$ cat src/rtl/stage5_writeback.sv
// stage5_writeback: MEM/WB pipeline register, register-file write port, and IO FIFO drained to the board IO device.
// Optional macro WB_BYPASS_EN drives FwdEn/FwdReg/FwdData from the write port; otherwise those outputs are tied to 0.
module stage5_writeback #(
    parameter int DATA_W   = 32,
    parameter int REG_W    = 5,
    parameter int IO_DEPTH = 2
) (
    input  logic              Clk,
    input  logic              Rst_n,
    input  logic              Stall,
    input  logic              Flush,
    input  logic [DATA_W-1:0] ResultRType,
    input  logic [DATA_W-1:0] MemOp,
    input  logic [REG_W-1:0]  WriteReg,
    input  logic [1:0]        WBReg,
    input  logic              IOInst,
    output logic              IOStall,
    output logic              RegWrite,
    output logic [REG_W-1:0]  WrAddr,
    output logic [DATA_W-1:0] WrData,
    output logic              io_valid,
    output logic [DATA_W-1:0] io_data,
    input  logic              io_ack,
    output logic              FwdEn,
    output logic [REG_W-1:0]  FwdReg,
    output logic [DATA_W-1:0] FwdData,
    output logic [1:0]        IoStateDbg
);

    localparam int PTR_W = $clog2(IO_DEPTH);
    localparam int CNT_W = PTR_W + 1;
    localparam logic [CNT_W-1:0] FULL_CNT = CNT_W'(IO_DEPTH);

    typedef enum logic [1:0] {
        IO_IDLE = 2'd0,
        IO_SEND = 2'd1,
        IO_GAP  = 2'd2
    } ioState_t;

    ioState_t ioState, ioNext;

    logic [DATA_W-1:0] aluQ, memQ;
    logic [REG_W-1:0]  regQ;
    logic              regWriteQ, memToRegQ, validQ;

    logic [DATA_W-1:0] fifoMem [IO_DEPTH];
    logic [PTR_W-1:0]  wrPtr, rdPtr;
    logic [CNT_W-1:0]  fifoCnt;
    logic              fifoFull, fifoEmpty, push, pop;

    // Full is taken from the registered count, so a pop in this cycle cannot release IOStall early.
    assign fifoFull  = (fifoCnt == FULL_CNT);
    assign fifoEmpty = (fifoCnt == '0);
    assign IOStall   = IOInst & fifoFull;
    assign push      = IOInst & ~Flush & ~IOStall & ~Stall;

    always_ff @(posedge Clk) begin
        if (!Rst_n) begin
            aluQ      <= '0;
            memQ      <= '0;
            regQ      <= '0;
            regWriteQ <= 1'b0;
            memToRegQ <= 1'b0;
            validQ    <= 1'b0;
        end else if (Flush || IOStall) begin
            validQ <= 1'b0;
        end else if (!Stall) begin
            aluQ      <= ResultRType;
            memQ      <= MemOp;
            regQ      <= WriteReg;
            regWriteQ <= WBReg[1];
            memToRegQ <= WBReg[0];
            validQ    <= 1'b1;
        end
    end

    always_ff @(posedge Clk) begin
        if (push) begin
            fifoMem[wrPtr] <= ResultRType;
        end
    end

    always_ff @(posedge Clk) begin
        if (!Rst_n) begin
            wrPtr   <= '0;
            rdPtr   <= '0;
            fifoCnt <= '0;
        end else begin
            if (push) wrPtr <= wrPtr + PTR_W'(1);
            if (pop)  rdPtr <= rdPtr + PTR_W'(1);
            if (push && !pop)      fifoCnt <= fifoCnt + CNT_W'(1);
            else if (pop && !push) fifoCnt <= fifoCnt - CNT_W'(1);
        end
    end

    always_ff @(posedge Clk) begin
        if (!Rst_n) ioState <= IO_IDLE;
        else        ioState <= ioNext;
    end

    // IO handshake: io_valid/io_data stay stable while in SEND; a transfer happens on any edge
    // where io_valid && io_ack, after which io_valid drops for exactly one GAP cycle.
    always_comb begin
        ioNext   = ioState;
        io_valid = 1'b0;
        pop      = 1'b0;
        case (ioState)
            IO_IDLE: if (!fifoEmpty) ioNext = IO_SEND;
            IO_SEND: begin
                io_valid = 1'b1;
                if (io_ack) begin
                    pop    = 1'b1;
                    ioNext = IO_GAP;
                end
            end
            IO_GAP:  ioNext = fifoEmpty ? IO_IDLE : IO_SEND;
            default: ioNext = IO_IDLE;
        endcase
    end

    assign io_data    = io_valid ? fifoMem[rdPtr] : '0;
    assign IoStateDbg = ioState;

    // $0 is hardwired, so a write addressed to it is dropped here rather than in the register file.
    assign RegWrite = validQ & regWriteQ & (regQ != '0);
    assign WrAddr   = regQ;
    assign WrData   = memToRegQ ? memQ : aluQ;

`ifdef WB_BYPASS_EN
    assign FwdEn   = RegWrite;
    assign FwdReg  = WrAddr;
    assign FwdData = WrData;
`else
    assign FwdEn   = 1'b0;
    assign FwdReg  = '0;
    assign FwdData = '0;
`endif

endmodule

$ cat config.mk
export PLATFORM = sky130hd
export DESIGN_NAME = stage5_writeback
export DESIGN_NICKNAME = d
export VERILOG_FILES = /design/src/rtl/stage5_writeback.sv
export SDC_FILE = /design/constraint.sdc
export NUM_CORES = 1
export LEC_CHECK = 0
export CAP_MARGIN = 25
export CELL_PAD_IN_SITES_DETAIL_PLACEMENT = 0
export CELL_PAD_IN_SITES_GLOBAL_PLACEMENT = 2
export CORE_MARGIN = 8
export CORE_UTILIZATION = 30
export DETAILED_ROUTE_END_ITERATION = 7
export GPL_TIMING_DRIVEN = 1
export PLACE_DENSITY_LB_ADDON = 0.1
export SYNTH_ARGS = -nofsm -noshare
export SYNTH_HDL_FRONTEND = slang
export SYNTH_SLANG_ARGS = --single-unit
$ cat constraint.sdc
create_clock -name Clk -period 4.35 [get_ports Clk]
set_input_delay 1.0875 -clock Clk [delete_from_list [all_inputs] [get_ports Clk]]
set_output_delay 1.0875 -clock Clk [all_outputs]
set_load 0.005 [all_outputs]
==> results.md, run 1 <==
- Core outline area: 0.0210 mm²
- Ys Warns: 0
- # port buffers: 150
- Crit path required time: 3.26 ns
- CP Max Fanout: 3
- Antenna fix cells: 0
- Critical path's largest stage delay: 0.53 ns
- Clock-pin slew reported for the worst setup and hold paths after clock tree synthesis: 0.06 ns
- Row count: 53
- Detailed-route vias per instance: 4.20
- Tot GR Track Use: 12.4%
- Instance count of the mapped netlist: 557
- Gp weighted congestion: 0.724
- Largest net degree at the start of global routing: 61
- Post-synth EDFFs: 64
- Avg Synthesized Cell Area: 11.5 µm²
- Routed vias: 4,136
- Final critical-path required period: 3.43 ns
- IO Count: 189
- Transition at the pin with the smallest max-transition slack: 0.886 ns
- Postcts setup bufs: 0
- Sort of element at the start of the critical path: input pin
- Element type at the critical path end: output pin
- Wire length of the first global-routing pass: 25,200 µm
- Number of slew-limit violations in the final report: 0
- Largest voltage drop on the vdd net: 230 µV
- FMAX: 0.291 GHz
- Share of the cycle needed by the critical path after routing: 78.9%
- Most numerous cell types in the synthesized netlist: 143 x sky130_fd_sc_hd__nand2_1, 104 x sky130_fd_sc_hd__mux2i_1, 79 x sky130_fd_sc_hd__dfxtp_1
- CTS Hold Bufs: 0
- Grt total ovfl: 0
- #FFs+latches synth: 143
- Antenna violations before repair: 0
- Height of the die: 162 µm
- Detailed-router iteration count before antenna repair: 4
- CP arrival: 2.35 ns
- Post-route cell area: 0.00843 mm²
- Routed length on met1: 7080 µm
- Most instantiated library cell after synthesis: sky130_fd_sc_hd__nand2_1
- Cells taking the most area after synthesis: sky130_fd_sc_hd__edfxtp_1 30%, sky130_fd_sc_hd__dfxtp_1 25%, sky130_fd_sc_hd__mux2i_1 16%
- Maxcap violations: 0
- TritonCTS clock tree: done
- Antenna viol nets, final: 0
- Chain of cells forming the critical path: clkdlybuf4s50_1 > and3b_2 > clkdlybuf4s50_1
- Cells resized by post-CTS repair: 0
- Final #Nets: 775
- Post-DP Area: 0.00783 mm²
- Starting Density: 30.6%
- Post-Syn Area: 0.00642 mm²
- Share of the synthesized area in the top cell type: 29.9%
- Critical-path cell with the highest stage delay: sky130_fd_sc_hd__clkdlybuf4s50_1
- Unique masters post-synth: 31
- Top cell type by total area after synthesis: sky130_fd_sc_hd__edfxtp_1
- Pwr Total: 3.54 mW
- Fraction of layout cells with a size suffix above 1: 11.3%
- Post-synthesis sequential area ratio: 54.5%
- Run status: finished clean
- Async SR Flop Fraction: 0%
- Average routed wire per standard cell: 16.4 µm
- Count of endpoints failing setup in the final report: 0
- Floorplan die width: 162 µm
- Total wire length after detailed routing: 16,100 µm
- Top Metal Used: met4
- Worst slew slack as a fraction of its limit: 40.9%
- Sink count of the clock tree: 143
- Power per standard cell area: 419 mW/mm²
- Number of remaining DRC errors: 0
- Number of global-route vias before repair: 4,582
- Final worst clock skew: 0.00677 ns
- Root buffer cell: sky130_fd_sc_hd__clkbuf_16
- Unrepaired setup endpoints after global routing: false
- Hold violation count in the final report: 0
- Area growth from synthesis to layout: 31.2%
- Most used flip-flop cell after synthesis: sky130_fd_sc_hd__dfxtp_1
- Standby leakage power: 3.12 nW
- Number of DRC violations after detailed-routing iteration 0: 93
- Tightest Hold Check Type: reg -> reg
- Met3 Routed Length: 1130 µm
- CP Class: in -> out
- Cts bufs inserted: 17
- Layout filler cell count: 2,002
- Total negative setup slack: 0 ns
- Estimated wirelength of the detail-placed design: 10,800 µm
- Largest buffer count on any clock path: 2
- Clk_lat worst skew: 0.41 ns
- DR WL met2: 7760 µm
- Count of H-tree levels built during CTS: 4
- Die ar.: 0.0264 mm²
- Most used cell along the critical path: sky130_fd_sc_hd__clkdlybuf4s50_1
## worst max-delay path: cells and delay by family
family	cells	cell delay (ns)
buffers and inverters	2	1.02
and+or+nand+nor	1	0.24
## through the flow
stage	hold WS [ns]	util (%)	setup slack, ns	instances
3_5_place_dp	0.443	37.2	0.921	952
5_1_grt	0.468	40.1	0.754	985
4_1_cts	0.456	40.0	0.812	984
3_3_place_gp	0.439	37.2	0.927	952
6_report	0.455	40.1	0.917	985
2_1_floorplan	0.431	-	0.996	594
## final timing paths
kind | slack (ns) | cells after the start | endpoint | start
worst max register to register | 2.17 | 3 | fifoMem[1][21] | fifoCnt[0]
worst min-delay path | 0.45 | 2 | memQ[16] | memQ[16]
worst min register to register | 0.45 | 2 | memQ[16] | memQ[16]
worst max-delay path | 0.92 | 3 | IOStall | IOInst
## placed cells by master, fill, tap and decap left out, types with 2 or more instances in the layout
cell,netlist,routed
sky130_fd_sc_hd__nor2_1,36,36
sky130_fd_sc_hd__clkinvlp_4,0,2
sky130_fd_sc_hd__bufinv_16,0,2
sky130_fd_sc_hd__clkinv_2,0,5
sky130_fd_sc_hd__inv_1,3,3
sky130_fd_sc_hd__dfxtp_1,79,77
sky130_fd_sc_hd__clkbuf_16,0,18
sky130_fd_sc_hd__dfxtp_2,0,2
sky130_fd_sc_hd__mux2_2,32,32
sky130_fd_sc_hd__buf_4,38,8
sky130_fd_sc_hd__clkdlybuf4s50_1,0,149
sky130_fd_sc_hd__clkbuf_1,6,2
sky130_fd_sc_hd__nand2_1,143,143
sky130_fd_sc_hd__mux2i_1,104,104
sky130_fd_sc_hd__conb_1,1,38
sky130_fd_sc_hd__xor2_1,3,3
sky130_fd_sc_hd__or3_1,2,2
sky130_fd_sc_hd__edfxtp_1,64,64
sky130_fd_sc_hd__o21ai_0,2,2
## cell type report
class | instances | area, µm² | area share (%)
multi-input cells | 374 | 2410 | 28.6
clock inverters | 11 | 113 | 1.34
well taps | 275 | 344 | 4.08
clock buffers | 21 | 472 | 5.59
inverters | 3 | 11.3 | 0.134
repair buffers | 158 | 1570 | 18.6
flip-flops and latches | 143 | 3510 | 41.6
## power by group
group	switching [mW]	internal (mW)	leakage, nW
combinational	0.252	0.321	1.60
sequential	0.0573	1.47	1.23
clock	0.549	0.887	0.285
total	0.858	2.68	3.12
## cells by family after synthesis
group,Yosys count,share of synthesized area [%]
other,1,0.0584
and+or+nand+nor,190,12.1
buffers and inverters,77,10.2
xor gates and xnor gates,3,0.409
DFF,143,54.5
adders and majority gates,1,0.195
AOI/OAI and AO/OA,6,0.701
muxes,136,21.8
## sequential cells by signal, summed over array words and instances, names as in the netlist, named ones only
| signal | cells |
|---|---|
| IoStateDbg | 2 |
| WrAddr | 5 |
| aluQ | 32 |
| fifoCnt | 2 |
| fifoMem | 64 |
| memQ | 32 |
| memToRegQ | 1 |
| rdPtr | 1 |
| regWriteQ | 1 |
| validQ | 1 |
| wrPtr | 1 |
## layer usage
metal,vias to the layer above,track usage (%)
met2,115,21.2
met3,12,4.20
met5,-,0
met1,1929,14.1
met4,0,4.55
li1,2080,-
Note: power is estimated with default switching activity, not from simulation.
==> inputs of run 2 (changes only) <==
CORE_UTILIZATION = 27   (was 30)
clock period = 2.8 ns   (was 4.35 ns; I/O delays follow)
==> run 2 against run 1 <==
- first-iteration DRC count increased by 66%
- power grew 51%
- sequential power is 53% higher
- via count up 2.6%
- cell count rose by 4.9%
- final area grew 1.1%
- clock-buffer cell count shrank 3
- clock skew increased by 0.0011 ns
- core utilization shrank 3.7 points
- register-to-register slack lost 1.4 ns
- routed wire length increased by 3.2%
- critical path type is now reg -> out
- critical endpoint is now WrData[0]
- largest power group unchanged
==> results.md, run 2 (synthesized netlist as in run 1, its figures left out) <==
- Run status: finished clean (unchanged)
- Routed vias: 4,244 (was 4,136)
- Detailed-route vias per instance: 4.11 (was 4.20)
- Pwr Total: 5.35 mW (was 3.54 mW)
- Routed length on met1: 7600 µm (was 7080 µm)
- Unrepaired setup endpoints after global routing: false (unchanged)
- Sw power: 1.40 mW (was 858 µW)
- Power per standard cell area: 627 mW/mm² (was 419 mW/mm²)
- Hold slack final: 0.454 ns (was 0.455 ns)
- Tot GR Track Use: 11.4% (was 12.4%)
- Element type at the critical path end: output pin (unchanged)
- Postcts setup bufs: 0 (unchanged)
- Maxcap violations: 0 (unchanged)
- Die ar.: 0.0290 mm² (was 0.0264 mm²)
- Antenna violations before repair: 0 (unchanged)
- Final critical-path required period: 2.65 ns
- Max FFs per register: 64 (unchanged)
- Total negative setup slack: 0 ns (unchanged)
- Sort of element at the start of the critical path: flip-flop (was input pin)
- Hold violation count in the final report: 0 (unchanged)
- Starting Density: 27.5% (was 30.6%)
- Largest reg by FF count: fifoMem (unchanged)
- FMAX: 0.377 GHz
- Number of global-route vias before repair: 4,519 (was 4,582)
- Switching Share: 26.2% (was 24.2%)
- Largest net degree at the start of global routing: 124 (was 61)
- Leading cell types in the layout, fill and taps excluded: 149 x sky130_fd_sc_hd__clkdlybuf4s50_1, 143 x sky130_fd_sc_hd__nand2_1, 104 x sky130_fd_sc_hd__mux2i_1 (unchanged)
- Worst slew slack as a fraction of its limit: 65.1% (was 40.9%)
- Crit path required time: 2.10 ns (was 3.26 ns)
- Largest registers: fifoMem x64, aluQ x32, memQ x32 (unchanged)
- Share of the cycle needed by the critical path after routing: 94.6%
- Height of the die: 170 µm (was 162 µm)
- Cells resized by post-CTS repair: 0 (unchanged)
- Number of non-filler instances in the completed layout: 1,033 (was 985)
- Count of endpoints failing setup in the final report: 0 (unchanged)
- CP arrival: 1.95 ns (was 2.35 ns)
- Total wire length after detailed routing: 16,600 µm (was 16,100 µm)
- Transition at the pin with the smallest max-transition slack: 0.524 ns (was 0.886 ns)
- Count of H-tree levels built during CTS: 4 (unchanged)
- Post-route cell area: 0.00853 mm² (was 0.00843 mm²)
- IO Count: 189 (unchanged)
- Clock network fraction of design power: 38.5% (was 40.6%)
- # port buffers: 150 (unchanged)
- Floorplan die width: 170 µm (was 162 µm)
- Met3 Routed Length: 1120 µm (was 1130 µm)
- Area growth from synthesis to layout: 32.7% (was 31.2%)
- Clock-pin slew reported for the worst setup and hold paths after clock tree synthesis: 0.07 ns (was 0.06 ns)
- Detailed-router iteration count before antenna repair: 4 (unchanged)
- Final worst clock skew: 0.00791 ns (was 0.00677 ns)
- Sink count of the clock tree: 143 (unchanged)
- Wire length of the first global-routing pass: 25,100 µm (was 25,200 µm)
- Post-place setup slack: 0.153 ns (was 0.921 ns)
- Row count: 56 (was 53)
- Clk_lat worst skew: 0.42 ns (was 0.41 ns)
- Fraction of layout cells with a size suffix above 1: 12.0% (was 11.3%)
- Top Metal Used: met4 (unchanged)
- Min setup slack post-route: 0.150 ns (was 0.917 ns)
- Root buffer cell: sky130_fd_sc_hd__clkbuf_16 (unchanged)
- Grt total ovfl: 0 (unchanged)
- Number of slew-limit violations in the final report: 0 (unchanged)
- Sequential share of power: 43.7% (was 43.2%)
- Final #Nets: 779 (was 775)
- TritonCTS clock tree: done (unchanged)
- Cts bufs inserted: 17 (unchanged)
- Post-DP Area: 0.00798 mm² (was 0.00783 mm²)
- Core outline area: 0.0234 mm² (was 0.0210 mm²)
- Placed Cells: 1,001 (was 952)
- Combinational cell fraction of total power: 17.7% (was 16.2%)
- Standby leakage power: 3.12 nW (about the same)
- CTS Hold Bufs: 0 (unchanged)
- Average routed wire per standard cell: 16.1 µm (was 16.4 µm)
- Largest voltage drop on the vdd net: 247 µV (was 230 µV)
- Layout Utilization: 36.4% (was 40.1%)
- Antenna fix cells: 0 (unchanged)
- Antenna viol nets, final: 0 (unchanged)
- DR WL met2: 7750 µm (was 7760 µm)
- CP Max Fanout: 21 (was 3)
- Leading cell type in the layout, fill and taps excluded: sky130_fd_sc_hd__clkdlybuf4s50_1 (unchanged)
- Number of DRC violations after detailed-routing iteration 0: 154 (was 93)
- Largest buffer count on any clock path: 2 (unchanged)
- Cell internal power dissipation: 3.94 mW (was 2.68 mW)
- Estimated wirelength of the detail-placed design: 11,800 µm (was 10,800 µm)
- Tightest Hold Check Type: reg -> reg (unchanged)
- Gp weighted congestion: 0.669 (was 0.724)
- CP Class: reg -> out (was in -> out)
- Number of remaining DRC errors: 0 (unchanged)
-- run 2: power groups by stage --
stage,Combinational [mW],Clock (mW),Sequential [mW]
2_1_floorplan,0.525,0,2.37
3_3_place_gp,0.973,0,2.38
3_5_place_dp,0.978,0,2.38
4_1_cts,0.982,2.15,2.34
5_1_grt,1.04,2.23,2.35
6_report,0.949,2.06,2.34
-- run 2: final cells by class --
| type | instances | area (µm²) |
|---|---|---|
| Fill cell | 2388 | 14900 |
| Sequential cell | 143 | 3510 |
| Multi-Input combinational cell | 374 | 2410 |
| Timing Repair Buffer | 162 | 1650 |
| Clock buffer | 18 | 429 |
| Tap cell | 319 | 399 |
| Clock inverter | 14 | 114 |
| Inverter | 3 | 11.3 |
-- run 2: final timing paths --
kind              startpoint         end  slack [ns]  cells after the start
setup / recovery   memToRegQ   WrData[0]        0.15                      3
hold / removal       memQ[4]     memQ[4]        0.45                      2
setup reg to reg  fifoCnt[0]  fifoCnt[1]        0.82                      5
hold reg to reg      memQ[4]     memQ[4]        0.45                      2
-- run 2: routing by layer --
layer | track usage, % | vias up
li1 | - | 2094
met1 | 14.0 | 2014
met2 | 18.2 | 125
met3 | 4.38 | 11
met4 | 3.78 | 0
met5 | 0 | -
-- run 2: critical path, stage by stage (launching register included) --
cell and delay, ns:
sky130_fd_sc_hd__dfxtp_2 0.32, sky130_fd_sc_hd__buf_4 0.34, sky130_fd_sc_hd__mux2_2 0.41, sky130_fd_sc_hd__clkdlybuf4s50_1 0.47
